--- config.mk ---
export PLATFORM = sky130hd
export DESIGN_NAME = bitonic_merge_pipe
export DESIGN_NICKNAME = d
export VERILOG_FILES = /design/src/rtl/bitonic_merge_pipe_pkg.sv /design/src/rtl/bitonic_cas_cell.sv /design/src/rtl/bitonic_merge_pipe.sv
export SDC_FILE = /design/constraint.sdc
export NUM_CORES = 2
export LEC_CHECK = 0
export ABC_AREA = 1
export CORE_ASPECT_RATIO = 0.8
export CORE_MARGIN = 2
export CORE_UTILIZATION = 40
export CTS_BUF_LIST = sky130_fd_sc_hd__clkbuf_8
export DETAILED_ROUTE_END_ITERATION = 8
export PLACE_DENSITY = 0.66
export SETUP_SLACK_MARGIN = 0.1
export SLEW_MARGIN = 40
export SYNTH_ARGS = -nofsm -noshare
export SYNTH_HDL_FRONTEND = slang
export SYNTH_SLANG_ARGS = --single-unit
--- constraint.sdc ---
create_clock -name clk -period 2 [get_ports clk]
set_input_delay 0.4 -clock clk [delete_from_list [all_inputs] [get_ports clk]]
set_output_delay 0.4 -clock clk [all_outputs]
set_load 0.02 [all_outputs]
--- src/rtl/bitonic_merge_pipe_pkg.sv ---
// bitonic_merge_pipe_pkg: shared limits and index helpers for the bitonic merge pipeline
package bitonic_merge_pipe_pkg;

   localparam int LOG_MIN = 1;
   localparam int LOG_MAX = 6;

   function automatic bit log_ok(input int lg);
      return (lg >= LOG_MIN) && (lg <= LOG_MAX);
   endfunction

   // lower entry of compare pair p when partners sit 2**b apart (bit b of the index is clear)
   function automatic int pair_lo(input int p, input int b);
      return ((p >> b) << (b + 1)) | (p & ((1 << b) - 1));
   endfunction

endpackage

--- src/rtl/bitonic_cas_cell.sv ---
// bitonic_cas_cell: combinational compare-exchange of one key/label pair, ties never swap
module bitonic_cas_cell #(
   parameter int DATA_WIDTH  = 8,
   parameter int LABEL_WIDTH = 4,
   parameter int SIGNED      = 0
) (
   input  logic                   asc_i,
   input  logic [DATA_WIDTH-1:0]  a_key_i,
   input  logic [DATA_WIDTH-1:0]  b_key_i,
   input  logic [LABEL_WIDTH-1:0] a_lab_i,
   input  logic [LABEL_WIDTH-1:0] b_lab_i,
   output logic [DATA_WIDTH-1:0]  a_key_o,
   output logic [DATA_WIDTH-1:0]  b_key_o,
   output logic [LABEL_WIDTH-1:0] a_lab_o,
   output logic [LABEL_WIDTH-1:0] b_lab_o
);

   logic gt, lt, swap;

   // strict compares only, so equal keys keep their labels in place
   always_comb begin
      gt      = (SIGNED != 0) ? ($signed(a_key_i) > $signed(b_key_i)) : (a_key_i > b_key_i);
      lt      = (SIGNED != 0) ? ($signed(a_key_i) < $signed(b_key_i)) : (a_key_i < b_key_i);
      swap    = asc_i ? gt : lt;
      a_key_o = swap ? b_key_i : a_key_i;
      b_key_o = swap ? a_key_i : b_key_i;
      a_lab_o = swap ? b_lab_i : a_lab_i;
      b_lab_o = swap ? a_lab_i : b_lab_i;
   end

endmodule

--- src/rtl/bitonic_merge_pipe.sv ---
// bitonic_merge_pipe: flow-controlled L-stage bitonic merge network with per-vector direction
module bitonic_merge_pipe
   import bitonic_merge_pipe_pkg::*;
#(
   parameter int LOG_INPUT_NUM = 4,
   parameter int DATA_WIDTH    = 8,
   parameter int LABEL_WIDTH   = 4,
   parameter int SIGNED        = 0
) (
   input  logic                                      clk,
   input  logic                                      rst,
   input  logic                                      x_valid,
   output logic                                      x_ready,
   input  logic                                      x_asc,
   input  logic [DATA_WIDTH*(1<<LOG_INPUT_NUM)-1:0]  x,
   input  logic [LABEL_WIDTH*(1<<LOG_INPUT_NUM)-1:0] x_label,
   output logic                                      y_valid,
   input  logic                                      y_ready,
   output logic                                      y_asc,
   output logic [DATA_WIDTH*(1<<LOG_INPUT_NUM)-1:0]  y,
   output logic [LABEL_WIDTH*(1<<LOG_INPUT_NUM)-1:0] y_label,
   output logic                                      busy
);

   localparam int L  = LOG_INPUT_NUM;
   localparam int N  = 1 << L;
   localparam int KW = DATA_WIDTH * N;
   localparam int LW = LABEL_WIDTH * N;

   if (!log_ok(LOG_INPUT_NUM)) begin : g_bad_log
      $error("bitonic_merge_pipe: LOG_INPUT_NUM out of range 1..6");
   end

   logic [L-1:0]         v_q, asc_q, in_v, in_asc;
   logic [L-1:0][KW-1:0] key_q, key_d, in_key;
   logic [L-1:0][LW-1:0] lab_q, lab_d, in_lab;
   logic [L:0]           en;

   // stage k is fed by the input port (k=0) or by the register of stage k-1
   always_comb begin
      in_v[0]   = x_valid;
      in_asc[0] = x_asc;
      in_key[0] = x;
      in_lab[0] = x_label;
      for (int s = 1; s < L; s++) begin
         in_v[s]   = v_q[s-1];
         in_asc[s] = asc_q[s-1];
         in_key[s] = key_q[s-1];
         in_lab[s] = lab_q[s-1];
      end
   end

   // a stage may load when it is empty or everything downstream of it will advance;
   // unrolled as a reduction so the chain has no self-referencing vector
   assign en[L] = y_ready;
   for (genvar s = 0; s < L; s++) begin : g_en
      assign en[s] = y_ready | ~(&v_q[L-1:s]);
   end

   for (genvar s = 0; s < L; s++) begin : g_stage
      for (genvar p = 0; p < N / 2; p++) begin : g_pair
         localparam int B = L - 1 - s;
         localparam int J = pair_lo(p, B);
         localparam int K = J + (1 << B);
         bitonic_cas_cell #(
            .DATA_WIDTH (DATA_WIDTH),
            .LABEL_WIDTH(LABEL_WIDTH),
            .SIGNED     (SIGNED)
         ) u_cas (
            .asc_i  (in_asc[s]),
            .a_key_i(in_key[s][DATA_WIDTH*J +: DATA_WIDTH]),
            .b_key_i(in_key[s][DATA_WIDTH*K +: DATA_WIDTH]),
            .a_lab_i(in_lab[s][LABEL_WIDTH*J +: LABEL_WIDTH]),
            .b_lab_i(in_lab[s][LABEL_WIDTH*K +: LABEL_WIDTH]),
            .a_key_o(key_d[s][DATA_WIDTH*J +: DATA_WIDTH]),
            .b_key_o(key_d[s][DATA_WIDTH*K +: DATA_WIDTH]),
            .a_lab_o(lab_d[s][LABEL_WIDTH*J +: LABEL_WIDTH]),
            .b_lab_o(lab_d[s][LABEL_WIDTH*K +: LABEL_WIDTH])
         );
      end
   end

   // stage registers: hold when disabled, which also freezes the presented output under stall
   always_ff @(posedge clk or negedge rst)
      if (!rst) begin
         v_q   <= '0;
         asc_q <= '0;
         key_q <= '0;
         lab_q <= '0;
      end else begin
         for (int s = 0; s < L; s++)
            if (en[s]) begin
               v_q[s]   <= in_v[s];
               asc_q[s] <= in_asc[s];
               key_q[s] <= key_d[s];
               lab_q[s] <= lab_d[s];
            end
      end

   assign x_ready = en[0];
   assign y_valid = v_q[L-1];
   assign y_asc   = asc_q[L-1];
   assign y       = key_q[L-1];
   assign y_label = lab_q[L-1];
   assign busy    = |v_q;

endmodule

==> reports/results.tsv <==
metric	value	unit
vias in the first global route	43200	
worst min path class	in2async	
fmax	400	MHz
register area share after synthesis	0.416	
Mapped Avg Cell Area	6.86	um2
synth warn	0	
core area	116000	um2
Setup crit end kind	output pin	
top-count cell post-synth	nand2_1	
first-pass GRT wire length	250	mm
Most used DFF post-synth	dfrtp_1	
R2R depth	15	
crit-path max FO	2	
Slew Viols, Final	0	
Max clock buf depth	3	
I/O Pins	393	
Post-synth top cells	nand2_1, nand3_1, inv_1	
CP Data Required Time	1.60	ns
status	finished with violations	
via/cell ratio	5.22	
Net count, final	8002	
Reg-to-Reg Start	v_q[3]	
post-synth cell types	20	
die height	310	um
Worst Path Class, Setup	reg2out	
clk root buf	clkbuf_8	
initial antenna violation count	2	
post-synthesis instance area	46700	um2
Clk Latency, worst-skew pair	0.86	ns
FFs w/ async S/R, synth	1.00	
DP Wirelength	125	mm
CTS buffer count	140	
DRC viols	0	
top cells by area, synth	dfrtp_1, nand2_1, nand3_1	
area share of the largest cell type after synthesis	0.416	
port bufs	392	
ratio of cells with drive above 1 in the final layout	0.167	
final antenna-violating net count	0	
Lkg Pwr	0.0341	uW
Synth area leader	dfrtp_1	
Peak VDD IR	0.792	mV
worst hold slack	0.0854	ns
row count	112	
R2R Path End	in_key[203]	
WL per Instance	18.4	um
worst slack at placement	-0.625	ns
area added between synthesis and finish	30.1	%
number of enable flip-flop cells after synthesis	0	
clk slew on worst S/H paths	0.06	ns
Yosys reg bits	776	
crit path launch type	register	
max-cap violations	0	
min Tclk post-route	2.50	ns
Die ar.	119000	um2
Worst-Margin Slew	0.597	ns
pin count of the biggest net entering global routing	121	
CTS tree	built	
RSZ-0062 raised after global routing	true	
Rel. slew slack	0.602	
Routed WL	169	mm
initial drt markers	5231	
Worst setup startpoint	v_q[3]	
syn nets	7252	
R2R Setup Slk	-0.15	ns
Layout Skew	0.0527	ns
Worst Path Arrival	2.10	ns
grt total ovfl	0	
Total Routing Usage GR	0.269	
Die W	386	um
drt pass-1 iters	6	
post-synthesis cell count	6799	
CP endpoint	x_ready	
Initial Util	0.402	
Final setup viols	233	
via count	48000	
fillers	11200	
failing checks	setup timing	
final worst slack	-0.501	ns
PD cells	1630	nW/um2
CTS H-tree lvls	4	
Placer Congestion	0.930	
clock sinks	776	
Hold Fails Final Rpt	0	
fin crit share	1.25	
-- worst min-delay path by stage --
stage,end,depth (start not counted)
global route,in_key[341],2
global placement,in_key[471],1
finish,in_key[341],2
CTS,in_key[341],2
floorplan,asc_q[0],0
detailed placement,in_key[475],1
-- registers in the layout, indices dropped and copies added (netlist names) --
name     cells
in_lab     192
in_key     384
y_label     64
v_q          4
y          128
asc_q        4
-- logic make-up after synthesis --
kind of cell             share of synthesized area
flip-flops                                   0.416
AO/OA/AOI/OAI                               0.0157
AND/OR/NAND/NOR                              0.396
buffers and inverters                        0.103
adder cells (fa/ha/maj)                     0.0686
-- layer usage --
| layer | track usage | wire length, um | vias up |
|---|---|---|---|
| li1 | - | - | 22900 |
| met3 | 0.0488 | 14900 | 221 |
| met1 | 0.415 | 79100 | 22900 |
| met5 | 0 | 0 | - |
| met4 | 0.0693 | 3730 | 0 |
| met2 | 0.382 | 71300 | 1944 |
-- where the power goes --
group          switching [uW]  internal, uW  leakage, uW
Combinational           33900         21500       0.0233
Clock                    7230          8630      0.00164
Sequential               5200         22400      0.00912
Total                   46300         52500       0.0341
-- final cells by class --
type,instances,area [um2],share of cell area
Tap cell,1539,1930,0.0317
Sequential cell,776,19400,0.320
Inverter,876,3330,0.0548
Timing Repair inverter,4,78.8,0.00130
Antenna cell,2,5.00,0.0000824
Multi-Input combinational cell,4783,23600,0.389
Clock buffer,172,2370,0.0390
Clock inverter,74,567,0.00934
Timing Repair Buffer,968,9370,0.154
-- worst max-delay path, stage by stage, from the launching register on --
cell     delay, ns
dfrtp_1       0.36
inv_2         0.06
nor2_4        0.13
inv_6         0.04
nor2_4        0.19
inv_4         0.06
nor2_4        0.15
nand2_8       0.11
buf_6         0.15
-- layout by cell type, fill, tap and decap left out, drive strengths merged, types with 27 or more instances in the layout --
master / instances
ha: 256
nand3: 1568
dfrtp: 776
clkinv: 27
inv: 917
buf: 737
a21oi: 94
clkbuf: 205
clkdlybuf4s50: 195
nor2: 129
a21o: 32
nand2: 2696
-- through the flow --
step	setup TNS, ns	total power (uW)	utilization	instances	area, um2
final	-15.28	98800	0.523	9194	60700
after global routing	-39.00	107000	0.523	9194	60700
after CTS	-17.46	93800	0.497	9094	57700
after detailed placement	-280.74	79400	0.478	8837	55500
after global placement	-279.16	78100	0.478	8837	55500
after floorplan	0	58000	-	6799	46700
-- timing repair --
| action | 4_1_cts | 5_1_grt |
|---|---|---|
| setup endpoints to repair | 734 | 774 |
| hold endpoints to repair | 455 | 0 |
| resized for setup | 824 | 394 |
| hold buffers | 1 | 0 |
| pin swaps | 3 | 53 |
| buffers inserted | 8 | 48 |
| cloned | 2 | 51 |
No activity file was read; power rests on OpenSTA's default activity.
